$ cat config.mk
export PLATFORM = sky130hd
export DESIGN_NAME = ram_arbiter
export DESIGN_NICKNAME = d
export VERILOG_FILES = /design/src/rtl/ram_arb_pkg.sv /design/src/rtl/ram_arb_pick.sv /design/src/rtl/ram_arbiter.sv
export SDC_FILE = /design/constraint.sdc
export NUM_CORES = 1
export LEC_CHECK = 0
export ABC_AREA = 1
export BUFFER_PORTS_ARGS = -buffer_cell sky130_fd_sc_hd__buf_4
export CAP_MARGIN = 30
export CORE_AREA = 2 2 118 120
export DETAILED_ROUTE_END_ITERATION = 8
export DIE_AREA = 0 0 120 122
export MAX_ROUTING_LAYER = met4
export PLACE_DENSITY = 0.86
export SLEW_MARGIN = 0
export SYNTH_ARGS = -nofsm -noshare
export SYNTH_HDL_FRONTEND = slang
export SYNTH_HIERARCHICAL = 1
export SYNTH_SLANG_ARGS = --single-unit
$ cat constraint.sdc
create_clock -name clk -period 1.12 [get_ports clk]
set_input_delay 0.112 -clock clk [delete_from_list [all_inputs] [get_ports clk]]
set_output_delay 0.112 -clock clk [all_outputs]
set_load 0.005 [all_outputs]
$ cat src/rtl/ram_arb_pkg.sv
// rtl/ram_arb_pkg.sv - shared types and constants for the RAM arbiter
package ram_arb_pkg;

    localparam int RAM_DEPTH = 16;

    typedef enum logic [1:0] {
        ARB_IDLE   = 2'd0,
        ARB_ACCESS = 2'd1,
        ARB_DONE   = 2'd2
    } arb_state_t;

    typedef enum logic {
        ARB_ID_IF  = 1'b0,
        ARB_ID_MEM = 1'b1
    } arb_id_t;

endpackage

$ cat src/rtl/ram_arb_pick.sv
// rtl/ram_arb_pick.sv - winner selection between IF and MEM requesters (policy set by RAM_ARB_RR_EN)
module ram_arb_pick
    import ram_arb_pkg::*;
(
    input  logic    if_req,
    input  logic    mem_req,
    input  arb_id_t last_id,
    output arb_id_t win_id,
    output logic    win_valid
);

    // Uncontended requests win outright; contention resolved by the compiled-in policy
    always_comb begin
        win_valid = if_req | mem_req;
        win_id    = ARB_ID_IF;
        if (if_req && mem_req) begin
`ifdef RAM_ARB_RR_EN
            win_id = (last_id == ARB_ID_IF) ? ARB_ID_MEM : ARB_ID_IF;
`else
            win_id = ARB_ID_MEM;
`endif
        end else if (mem_req) begin
            win_id = ARB_ID_MEM;
        end
    end

`ifdef RAM_ARB_RR_EN
`else
    // Fixed priority has no history; the port stays for a uniform interface
    logic unused_last_id;
    assign unused_last_id = (last_id == ARB_ID_MEM);
`endif

endmodule

$ cat src/rtl/ram_arbiter.sv
// rtl/ram_arbiter.sv - two-port (IF read / MEM read-write) arbiter onto one RAM, RAM_ARB_RR_EN selects round-robin
module ram_arbiter
    import ram_arb_pkg::*;
#(
    parameter int DEPTH  = RAM_DEPTH,
    parameter int ADDR_W = 32
) (
    input  logic              clk,
    input  logic              rst_n,
    input  logic              if_req,
    input  logic [ADDR_W-1:0] if_addr,
    output logic              if_gnt,
    output logic              if_rvalid,
    output logic [31:0]       if_rdata,
    input  logic              mem_req,
    input  logic              mem_we,
    input  logic [ADDR_W-1:0] mem_addr,
    input  logic [31:0]       mem_wdata,
    output logic              mem_gnt,
    output logic              mem_rvalid,
    output logic [31:0]       mem_rdata,
    output logic              arb_err,
    output logic              read_ram,
    output logic              write_ram,
    output logic [ADDR_W-1:0] ram_addr,
    output logic [31:0]       ram_write_data,
    input  logic [31:0]       ram_out
);

    localparam logic [ADDR_W-1:0] DEPTH_LIM = ADDR_W'(DEPTH);

    arb_state_t        state_q, state_d;
    arb_id_t           win_q, win_d;
    logic              we_q, we_d;
    logic              oor_q, oor_d;
    logic [ADDR_W-1:0] ram_addr_q, ram_addr_d;
    logic [31:0]       ram_write_data_q, ram_write_data_d;
    logic [31:0]       if_rdata_q, if_rdata_d;
    logic [31:0]       mem_rdata_q, mem_rdata_d;
    logic              if_gnt_q, if_gnt_d, mem_gnt_q, mem_gnt_d;
    logic              if_rvalid_q, if_rvalid_d, mem_rvalid_q, mem_rvalid_d;
    logic              arb_err_q, arb_err_d;
    logic              read_ram_q, read_ram_d, write_ram_q, write_ram_d;

    logic [ADDR_W-1:0] sel_addr;
    logic [31:0]       sel_wdata;
    logic              sel_we;
    logic              sel_oor;
    logic [31:0]       access_data;

    arb_id_t           pick_id;
    logic              pick_valid;
    arb_id_t           last_win;

`ifdef RAM_ARB_RR_EN
    arb_id_t           last_q, last_d;
    assign last_win = last_q;
`else
    assign last_win = ARB_ID_IF;
`endif

    ram_arb_pick u_pick (
        .if_req    (if_req),
        .mem_req   (mem_req),
        .last_id   (last_win),
        .win_id    (pick_id),
        .win_valid (pick_valid)
    );

    // Next-state and next-output computation; pulse outputs default low each cycle
    always_comb begin
        state_d          = state_q;
        win_d            = win_q;
        we_d             = we_q;
        oor_d            = oor_q;
        ram_addr_d       = ram_addr_q;
        ram_write_data_d = ram_write_data_q;
        if_rdata_d       = if_rdata_q;
        mem_rdata_d      = mem_rdata_q;
        if_gnt_d         = 1'b0;
        mem_gnt_d        = 1'b0;
        if_rvalid_d      = 1'b0;
        mem_rvalid_d     = 1'b0;
        arb_err_d        = 1'b0;
        read_ram_d       = 1'b0;
        write_ram_d      = 1'b0;
        sel_addr         = (pick_id == ARB_ID_MEM) ? mem_addr : if_addr;
        sel_we           = (pick_id == ARB_ID_MEM) ? mem_we : 1'b0;
        sel_wdata        = (pick_id == ARB_ID_MEM) ? mem_wdata : 32'd0;
        sel_oor          = (sel_addr >= DEPTH_LIM);
        // Writes and out-of-range accesses return zero instead of RAM data
        access_data      = (oor_q || we_q) ? 32'd0 : ram_out;
`ifdef RAM_ARB_RR_EN
        last_d           = last_q;
`endif
        case (state_q)
            ARB_IDLE: begin
                if (pick_valid) begin
                    state_d          = ARB_ACCESS;
                    win_d            = pick_id;
                    we_d             = sel_we;
                    oor_d            = sel_oor;
                    ram_addr_d       = sel_addr;
                    ram_write_data_d = sel_wdata;
                    if_gnt_d         = (pick_id == ARB_ID_IF);
                    mem_gnt_d        = (pick_id == ARB_ID_MEM);
                    read_ram_d       = !sel_oor && !sel_we;
                    write_ram_d      = !sel_oor && sel_we;
`ifdef RAM_ARB_RR_EN
                    last_d           = pick_id;
`endif
                end
            end
            ARB_ACCESS: begin
                state_d   = ARB_DONE;
                arb_err_d = oor_q;
                if (win_q == ARB_ID_MEM) begin
                    mem_rdata_d  = access_data;
                    mem_rvalid_d = 1'b1;
                end else begin
                    if_rdata_d   = access_data;
                    if_rvalid_d  = 1'b1;
                end
            end
            ARB_DONE: state_d = ARB_IDLE;
            default:  state_d = ARB_IDLE;
        endcase
    end

    // State and registered outputs; reset discards any in-flight access
    always_ff @(posedge clk) begin
        if (!rst_n) begin
            state_q          <= ARB_IDLE;
            win_q            <= ARB_ID_IF;
            we_q             <= 1'b0;
            oor_q            <= 1'b0;
            ram_addr_q       <= '0;
            ram_write_data_q <= '0;
            if_rdata_q       <= '0;
            mem_rdata_q      <= '0;
            if_gnt_q         <= 1'b0;
            mem_gnt_q        <= 1'b0;
            if_rvalid_q      <= 1'b0;
            mem_rvalid_q     <= 1'b0;
            arb_err_q        <= 1'b0;
            read_ram_q       <= 1'b0;
            write_ram_q      <= 1'b0;
`ifdef RAM_ARB_RR_EN
            last_q           <= ARB_ID_IF;
`endif
        end else begin
            state_q          <= state_d;
            win_q            <= win_d;
            we_q             <= we_d;
            oor_q            <= oor_d;
            ram_addr_q       <= ram_addr_d;
            ram_write_data_q <= ram_write_data_d;
            if_rdata_q       <= if_rdata_d;
            mem_rdata_q      <= mem_rdata_d;
            if_gnt_q         <= if_gnt_d;
            mem_gnt_q        <= mem_gnt_d;
            if_rvalid_q      <= if_rvalid_d;
            mem_rvalid_q     <= mem_rvalid_d;
            arb_err_q        <= arb_err_d;
            read_ram_q       <= read_ram_d;
            write_ram_q      <= write_ram_d;
`ifdef RAM_ARB_RR_EN
            last_q           <= last_d;
`endif
        end
    end

    assign if_gnt         = if_gnt_q;
    assign if_rvalid      = if_rvalid_q;
    assign if_rdata       = if_rdata_q;
    assign mem_gnt        = mem_gnt_q;
    assign mem_rvalid     = mem_rvalid_q;
    assign mem_rdata      = mem_rdata_q;
    assign arb_err        = arb_err_q;
    assign read_ram       = read_ram_q;
    assign write_ram      = write_ram_q;
    assign ram_addr       = ram_addr_q;
    assign ram_write_data = ram_write_data_q;

endmodule
==> summary.md, run 1 <==
| Metric | Value |
|---|---|
| Overall global routing resource usage | 27.8% |
| Commonest non-fill, non-tap cells in the layout | buf_4, dfxtp_1, nand2_1 |
| Maximum fanout along the worst path | 10 |
| Startpoint Class | register |
| Proportion of layout cells with a drive suffix above 1 | 42.7% |
| Routed vias | 6344 |
| Core area | 13500 sq um |
| Floorplan die height | 122 um |
| Class of the tightest hold or removal check | primary input to register |
| Leftover overflow at the end of global routing | 0 |
| Violations in the final reports | setup timing |
| Placed cell count | 1136 |
| Number of buffers inserted during clock tree synthesis | 17 |
| Die Area | 14600 sq um |
| Global-route wire length before repair | 31000 um |
| Post-route clock period utilization | 109% |
| Post-route non-filler standard cell count | 1238 |
| Transition time at the pin with the least slew margin | 0.356 ns |
| Setup Crit Path Kind | register to register |
| Number of remaining DRC errors | 0 |
| Maxcap violations | 0 |
| Final RePlAce weighted congestion | 0.848 |
| Number of rows created at floorplan | 43 |
| First drt pass iteration count | 6 |
| Clock latency at the later pin of the worst-skew pair | 0.42 ns |
| Initial Util | 39.8% |
| Reported leakage power | 4.69 nW |
| Final hold slack | 0.0164 ns |
| Total number of H-tree levels | 4 |
| Final critical delay including setup and external delays | 1.22 ns |
| Pin count of the biggest net entering global routing | 55 |
| Routed len/inst | 16.9 um |
| Number of inserted filler cells in the final layout | 938 |
| Routed wire length | 20900 um |
| Clock tree buffer depth | 2 |
| Synthesized Nets | 823 |
| Post-Synthesis Cells | 690 |
| Yosys warns | 6 |
| Detailed placement HPWL | 12200 um |
| Worst EP arrival | 1.52 ns |
| CP endpoint kind | register |
| Horizontal extent of the die | 120 um |
| Via-per-instance ratio | 5.12 |
| Final setup violation count | 119 |
| Final number of hold-violating endpoints | 0 |
| Total power after layout | 14.3 mW |
| Post-layout nets | 1178 |
| Number of antenna violations at the first check in global routing | 0 |
| Final slew viol count | 0 |
| Total inserted antenna cells | 0 |
| Setup skew after layout | 0.00778 ns |
| First DRT Iteration DRCs | 512 |
| TritonCTS Sinks | 140 |
| Post-DRT Antenna Nets | 0 |
| Clock slew seen by the registers of the worst setup and hold paths | 0.06 ns |
| I/O pin count | 268 |
| Maximum clock frequency | 0.820 GHz |
| Via count of the first global-routing pass | 6310 |
| Power Density | 1470 nW/um^2 |
| Clock tree from TritonCTS | yes |
| Cell chosen for the clock root | clkbuf_16 |
| Final WS setup | -0.0992 ns |
| Average instance area after synthesis | 7.80 sq um |
| Area overhead of the layout relative to synthesis | 80.5% |
| Required arrival time at the worst endpoint | 1.42 ns |
| Unrepaired setup endpoints after global routing | yes |
| Most common library cell in the layout ignoring fill and taps | buf_4 |
| Slew headroom | 76.3% |
| Status | complete, but fails checks |
| Cell Area, Synth | 5380 sq um |
| Count of buffers inserted at the top-level ports | 267 |
| Peak VDD IR | 0.827 mV |
-- where the power goes --
part | leakage [nW] | switching (mW) | internal (mW)
combinational | 3.27 | 1.41 | 1.64
clock | 0.276 | 2.16 | 3.46
sequential | 1.15 | 0.250 | 5.35
total | 4.69 | 3.81 | 10.5
-- worst paths after layout --
path | slack, ns | cells past startpoint | startpoint | endpoint
worst max-delay path | -0.1 | 6 | state_q[0] | mem_rdata[18]
worst max register to register | -0.1 | 6 | state_q[0] | mem_rdata[18]
worst min-delay path | 0.02 | 3 | ram_out[6] | mem_rdata[6]
worst min register to register | 0.47 | 2 | if_rdata[14] | if_rdata[14]
-- registers in the layout (all words and copies together), names as in the netlist, 2 cells and up --
name / count
if_rdata: 32
mem_rdata: 32
ram_addr: 32
ram_write_data: 32
state_q: 2
-- per-stage QoR --
| step | setup TNS [ns] | worst slack [ns] | area, sq um | utilization, % |
|---|---|---|---|---|
| after floorplan | -0.902 | -0.0299 | 5440 | - |
| after global placement | -9.60 | -0.232 | 7860 | 58.2 |
| after detailed placement | -12.98 | -0.277 | 7860 | 58.2 |
| after CTS | -4.34 | -0.106 | 9410 | 69.7 |
| after global routing | -11.81 | -0.167 | 9710 | 71.9 |
| final | -4.25 | -0.0992 | 9710 | 71.9 |
-- layout make-up --
type                       count  area (sq um)  area share, %
inverter                      71           302           3.11
clock inverter                 9           113           1.16
clock buffer                  23           478           4.92
sequential                   140          2810           28.9
multi-input combinational    430          2410           24.8
timing repair buffer         385          3370           34.7
tap                          180           225           2.32
-- what timing repair did --
item	4_1_cts	5_1_grt
setup buffers	4	1
hold buffers	55	0
resized for setup	81	95
hold endpoints to repair	66	0
pin swaps	8	5
endpoints found under the setup margin	127	134
cloned	7	3
-- worst max-delay path: stages, from the launching register on --
cell and delay [ns]:
dfxtp_4 0.36, buf_4 0.13, nand3_2 0.10, clkinv_4 0.11, clkbuf_16 0.19, o21ai_1 0.15
a21oi_1 0.06
-- routing by layer --
layer	vias up	track usage [%]	routed length, um
met5	-	-	0
met2	314	49.3	10900
met4	0	12.7	618
met3	54	6.98	1620
met1	2996	29.2	7770
li1	2980	-	-
Note: power is estimated with default switching activity, not from simulation.
==> run 2: changes to the inputs <==
--- a/config.mk
+++ b/config.mk
@@ -13,6 +13,7 @@
 export DIE_AREA = 0 0 120 122
 export MAX_ROUTING_LAYER = met4
 export PLACE_DENSITY = 0.86
+export SKIP_CTS_REPAIR_TIMING = 1
 export SLEW_MARGIN = 0
 export SYNTH_ARGS = -nofsm -noshare
 export SYNTH_HDL_FRONTEND = slang
==> constraint.sdc (replaced) <==
create_clock -name clk -period 1.12 [get_ports clk]
set_input_delay 0.112 -clock clk [delete_from_list [all_inputs] [get_ports clk]]
set_output_delay 0.112 -clock clk [all_outputs]
set_load 0.05 [all_outputs]
==> run 2 against run 1 <==
  * The run ends with hold timing, setup timing left
  * Count of clock-buffer cells in the layout unchanged
  * Non-clock buffer count increased by 3
  * Cell area increased by 1.4%
  * Power increased by 10%
  * Register-to-register slack got worse by 0.07 ns
  * Largest cell class unchanged
==> summary.md, run 2 (synthesis gave the netlist of run 1 again) <==
| Metric | Value |
|---|---|
| Peak VDD IR | 0.906 mV (+9.6%) |
| Slew headroom | 79.5% (+3.2 points) |
| Reported leakage power | 4.76 nW (+1.6%) |
| Largest stage delay, worst path | 0.36 ns (about the same) |
| Cell chosen for the clock root | clkbuf_16 |
| Class of the tightest hold or removal check | primary input to register |
| Post-route non-filler standard cell count | 1241 (+0.24%) |
| Number of remaining DRC errors | 0 (unchanged) |
| Buf/Inv on CP | 3 (unchanged) |
| Startpoint Class | register |
| Via count of the first global-routing pass | 5377 (-15%) |
| Count of buffers inserted at the top-level ports | 267 (unchanged) |
| Clock latency at the later pin of the worst-skew pair | 0.42 ns (about the same) |
| Setup Crit Path Kind | register to register |
| Pin count of the biggest net entering global routing | 55 (unchanged) |
| Clock slew seen by the registers of the worst setup and hold paths | 0.06 ns (about the same) |
| CP endpoint kind | register |
| Area overhead of the layout relative to synthesis | 83.0% |
| Maxcap violations | 0 (unchanged) |
| Horizontal extent of the die | 120 um (unchanged) |
| Commonest non-fill, non-tap cells in the layout | buf_4, nand2_1, dfxtp_1 |
| Final hold slack | -0.0262 ns (-0.0426 ns) |
| Die Area | 14600 sq um (unchanged) |
| Placed cell count | 1136 (unchanged) |
| Number of antenna violations at the first check in global routing | 0 (unchanged) |
| TritonCTS Sinks | 140 (unchanged) |
| Worst EP arrival | 1.61 ns (+0.09 ns) |
| Core area | 13500 sq um (unchanged) |
| Global-route wire length before repair | 26400 um (-15%) |
| Routed len/inst | 17.3 um (+2.7%) |
| FF-to-FF setup slack | -0.17 ns (-0.07 ns) |
| First DRT Iteration DRCs | 526 (+2.7%) |
| Required arrival time at the worst endpoint | 1.44 ns (+0.02 ns) |
| Maximum fanout along the worst path | 7 (-3) |
| Power Density | 1590 nW/um^2 (+8.4%) |
| I/O pin count | 268 (unchanged) |
| Post-DRT Antenna Nets | 0 (unchanged) |
| Placed cell areas | 7860 sq um (unchanged) |
| Unrepaired setup endpoints after global routing | yes |
| Final slew viol count | 0 (unchanged) |
| Post-route clock period utilization | 115% (+6.1 points) |
| Most common library cell in the layout ignoring fill and taps | buf_4 |
| Number of buffers inserted during clock tree synthesis | 17 (unchanged) |
| Violations in the final reports | hold timing, setup timing |
| Worst-path cell chain | nor2_4 -> nand2_4 -> clkinvlp_4 -> buf_6 -> clkbuf_16 -> nor2_1 -> a211oi_1 |
| Number of rows created at floorplan | 43 (unchanged) |
| Via-per-instance ratio | 5.11 (-0.19%) |
| Routed wire length | 21500 um (+2.9%) |
| Total inserted antenna cells | 0 (unchanged) |
| Final RePlAce weighted congestion | 0.848 (unchanged) |
| Library cell contributing the largest single delay on the critical path | dfxtp_4 |
| Fin Setup TNS | -9.86 ns (-5.61 ns) |
| Final WS setup | -0.168 ns (-0.0685 ns) |
| Overall global routing resource usage | 23.4% (-4.4 points) |
| Final number of hold-violating endpoints | 12 (+12) |
| Final setup violation count | 133 (+12%) |
| Clock tree from TritonCTS | yes |
| Number of inserted filler cells in the final layout | 928 (-1.1%) |
| Post-placement worst setup slack | -0.277 ns (unchanged) |
| Setup skew after layout | 0.00711 ns (-0.000668 ns) |
| Routed vias | 6347 (+0.047%) |
| Status | complete, but fails checks |
| Total number of H-tree levels | 4 (unchanged) |
| Transition time at the pin with the least slew margin | 0.307 ns (-0.0482 ns) |
| Maximum clock frequency | 0.777 GHz (-5.3%) |
| Clock tree buffer depth | 2 (unchanged) |
| Final critical delay including setup and external delays | 1.29 ns (+0.0685 ns) |
| Leftover overflow at the end of global routing | 0 (unchanged) |
| Critical path's top delay family | buffers and inverters |
| Proportion of layout cells with a drive suffix above 1 | 44.3% (+1.6 points) |
| Floorplan die height | 122 um (unchanged) |
| First drt pass iteration count | 5 (-1) |
| Post-layout nets | 1181 (+0.25%) |
| Non-Filler Cell Area, Final | 9850 sq um (+1.4%) |
| Detailed placement HPWL | 12200 um (unchanged) |
| Initial Util | 39.8% (unchanged) |
==> run 2: changes by cell type in the layout (fill, tap and decap cells not counted), moves of 10 or more <==
cell	before	now
o21ai_0	13	45
buf_6	8	26
clkbuf_16	20	31
o21ai_2	17	5
o21ai_1	39	19
dlygate4sd3_1	55	45
buf_4	301	290
==> run 2: where the power goes <==
part           internal, mW  switching, mW
Combinational          1.80           2.62
Sequential             5.36          0.261
Clock                  3.46           2.19
==> run 2: path summary, 6_finish.rpt <==
| kind | startpoint | end | cells after the start |
|---|---|---|---|
| max | state_q[0] | ram_addr[31] | 7 |
| min | ram_out[22] | if_rdata[22] | 3 |
| max reg2reg | state_q[0] | ram_addr[31] | 7 |
| min reg2reg | if_rdata[14] | if_rdata[14] | 2 |
==> run 2: worst reg2reg max path: cells and delay by family (launching register included) <==
| kind | cells | cell delay (ns) |
|---|---|---|
| AO/OA/AOI/OAI | 1 | 0.19 |
| buffers and inverters | 3 | 0.41 |
| flip-flops | 1 | 0.36 |
| AND/OR/NAND/NOR | 3 | 0.23 |
==> run 2: per-stage QoR <==
stage / power, mW / hold WS, ns / utilization, %
2_1_floorplan: 7.78 / 0.238 / -
3_3_place_gp: 9.11 / 0.322 / 58.2
3_5_place_dp: 9.16 / 0.328 / 58.2
4_1_cts: 14.8 / -0.107 / 62.6
5_1_grt: 16.2 / -0.0166 / 72.9
6_report: 15.7 / -0.0262 / 72.9
==> run 2: layout make-up <==
type	count	area (sq um)	area share, %
repair buffers	388	3520	35.8
flip-flops and latches	140	2820	28.6
multi-input cells	430	2410	24.4
clock buffers	23	478	4.85
inverters	71	285	2.90
well taps	180	225	2.29
clock inverters	9	113	1.14
==> run 2: metal layers <==
metal  wire length [um]  global-route usage, %  share of wire, %
met2              11200                   38.9                52
met1               8090                   27.4                38
met3               1610                   6.09               7.5
met4                667                   8.46               3.1
met5                  0                      -                 0
==> run 3: changes to the inputs <==
--- a/config.mk
+++ b/config.mk
@@ -8,9 +8,9 @@
 export ABC_AREA = 1
 export BUFFER_PORTS_ARGS = -buffer_cell sky130_fd_sc_hd__buf_4
 export CAP_MARGIN = 30
-export CORE_AREA = 2 2 118 120
+export CORE_AREA = 2 2 140 101
 export DETAILED_ROUTE_END_ITERATION = 8
-export DIE_AREA = 0 0 120 122
+export DIE_AREA = 0 0 142 103
 export MAX_ROUTING_LAYER = met4
 export PLACE_DENSITY = 0.86
 export SKIP_CTS_REPAIR_TIMING = 1
==> run 3 against run 2 <==
  * The run still ends with hold timing, setup timing left
  * Largest power group is now registers
  * Cell area is 5.5% lower
  * First-iteration DRC count is 44% lower
  * Die area hardly changed
  * Final cell count down 1.9%
  * Combinational power down 7.5%
  * Critical path depth is the same
  * Routed wire length down 8.6%
  * Via count decreased by 5.0%
  * Flip-flop and latch count unchanged
==> summary.md, run 3 (synthesis gave the netlist of run 1 again) <==
| Metric | Value |
|---|---|
| Area of the multi-input gates | 2180 sq um (-9.4%) |
| Routed wire length | 19700 um (-8.6%) |
| Reported leakage power | 4.62 nW (-3.0%) |
| Clock latency at the later pin of the worst-skew pair | 0.40 ns (-0.02 ns) |
| Overall global routing resource usage | 22.5% (-0.94 points) |
| Horizontal extent of the die | 142 um (+18%) |
| Area used by sequential logic in the layout | 2810 sq um (-0.40%) |
| TritonCTS Sinks | 140 (unchanged) |
| Floorplan die height | 103 um (-16%) |
| Worst EP arrival | 1.58 ns (-0.03 ns) |
| Placed cell areas | 7850 sq um (-0.11%) |
| Non-Filler Cell Area, Final | 9310 sq um (-5.5%) |
| Detailed placement HPWL | 12400 um (+0.89%) |
| Area overhead of the layout relative to synthesis | 73.0% |
| Number of rows created at floorplan | 36 (-16%) |
| Setup Crit Path Kind | register to register |
| Maximum clock frequency | 0.784 GHz (+0.92%) |
| Final WS setup | -0.156 ns (+0.0117 ns) |
| Number of buffers inserted during clock tree synthesis | 17 (unchanged) |
| Post-layout nets | 1167 (-1.2%) |
| I/O pin count | 268 (unchanged) |
| Required arrival time at the worst endpoint | 1.43 ns (about the same) |
| Worst-path cell chain | nor2_2 -> nand2_2 -> clkinvlp_4 -> buf_12 -> buf_8 -> o21ai_1 -> a31oi_1 |
| Routed len/inst | 16.2 um (-6.8%) |
| Post-route clock period utilization | 114% (-1.0 points) |
| Largest stage delay, worst path | 0.32 ns (-0.04 ns) |
| Core area | 13500 sq um (-0.27%) |
| CP endpoint kind | register |
| Post-route non-filler standard cell count | 1217 (-1.9%) |
| Via-per-instance ratio | 4.95 (-3.2%) |
| Critical path's top delay family | buffers and inverters |
| Count of buffers inserted at the top-level ports | 267 (unchanged) |
| First drt pass iteration count | 4 (-1) |
| Total number of H-tree levels | 4 (unchanged) |
| Maxcap violations | 0 (unchanged) |
| Final hold slack | -0.0105 ns (+0.0157 ns) |
| Violations in the final reports | hold timing, setup timing |
| Die Area | 14600 sq um (about the same) |
| Most common library cell in the layout ignoring fill and taps | buf_4 |
| Peak VDD IR | 1.05 mV (+16%) |
| Clock slew seen by the registers of the worst setup and hold paths | 0.06 ns (about the same) |
| Final slew viol count | 0 (unchanged) |
| Library cell contributing the largest single delay on the critical path | dfxtp_2 |
| Number of remaining DRC errors | 0 (unchanged) |
| Total inserted antenna cells | 0 (unchanged) |
| Power Density | 1600 nW/um^2 (+0.53%) |
| Class of the tightest hold or removal check | primary input to register |
| Via count of the first global-routing pass | 5105 (-5.1%) |
| Leftover overflow at the end of global routing | 0 (unchanged) |
| Placed cell count | 1129 (-0.62%) |
| Number of antenna violations at the first check in global routing | 0 (unchanged) |
| Initial Util | 39.9% (+0.11 points) |
| Final number of hold-violating endpoints | 4 (-8) |
| First DRT Iteration DRCs | 295 (-44%) |
| Final critical delay including setup and external delays | 1.28 ns (-0.0117 ns) |
| Transition time at the pin with the least slew margin | 0.257 ns (-0.0508 ns) |
| Proportion of layout cells with a drive suffix above 1 | 38.6% (-5.7 points) |
| Unrepaired setup endpoints after global routing | yes |
| Maximum fanout along the worst path | 9 (+2) |
| Clock tree from TritonCTS | yes |
| Global-route wire length before repair | 25200 um (-4.6%) |
| Final setup violation count | 116 (-13%) |
| Final RePlAce weighted congestion | 0.871 (+2.7%) |
| Startpoint Class | register |
| Buf/Inv on CP | 3 (unchanged) |
| Number of inserted filler cells in the final layout | 1046 (+13%) |
| Cell chosen for the clock root | clkbuf_16 |
| Commonest non-fill, non-tap cells in the layout | buf_4, dfxtp_1, nand2_1 |
| Routed vias | 6028 (-5.0%) |
| Pin count of the biggest net entering global routing | 63 (+15%) |
| Clock tree buffer depth | 2 (unchanged) |
| Setup skew after layout | 0.00972 ns (+0.00261 ns) |
| Post-DRT Antenna Nets | 0 (unchanged) |
| Status | complete, but fails checks |
| Slew headroom | 82.9% (+3.4 points) |
run 3: final cells by class:
| type | instances | area share (%) |
|---|---|---|
| Multi-Input combinational cell | 430 | 23.4 |
| Tap cell | 171 | 2.30 |
| Inverter | 71 | 3.01 |
| Clock buffer | 18 | 4.72 |
| Clock inverter | 13 | 1.26 |
| Sequential cell | 140 | 30.2 |
| Timing Repair Buffer | 374 | 35.1 |
run 3: report_power, final:
part / total, mW / switching (mW) / internal [mW]
Sequential: 5.56 / 0.212 / 5.35
Combinational: 4.09 / 2.48 / 1.60
Clock: 5.26 / 2.14 / 3.12
run 3: metal layers:
metal	global-route usage (%)	routed length [um]
met4	5.77	309
met3	5.71	1470
met2	36.9	9430
met5	-	0
met1	27.9	8450
run 3: path summary, 6_finish.rpt:
| kind | depth (start not counted) | endpoint | slack, ns | from |
|---|---|---|---|---|
| worst max-delay path | 7 | ram_addr[2] | -0.16 | state_q[1] |
| worst min-delay path | 3 | ram_addr[3] | -0.01 | mem_addr[3] |
| worst max register to register | 7 | ram_addr[2] | -0.16 | state_q[1] |
| worst min register to register | 2 | if_rdata[25] | 0.47 | if_rdata[25] |
run 3: per-stage QoR:
step           setup TNS (ns)  utilization (%)  power [mW]  hold WS (ns)  worst slack, ns
2_1_floorplan          -0.902                -        7.78         0.238          -0.0299
3_3_place_gp            -6.83             58.3        9.11         0.321           -0.210
3_5_place_dp           -10.05             58.3        9.16         0.326           -0.263
4_1_cts                 -7.55             62.4        14.4       -0.0956           -0.128
5_1_grt                -20.81             69.1        15.5       0.00156           -0.231
6_report                -9.44             69.1        14.9       -0.0105           -0.156
run 3: worst min-delay path: stages:
cell	delay, ns
buf_4	0.11
nand2_1	0.05
a31oi_1	0.07
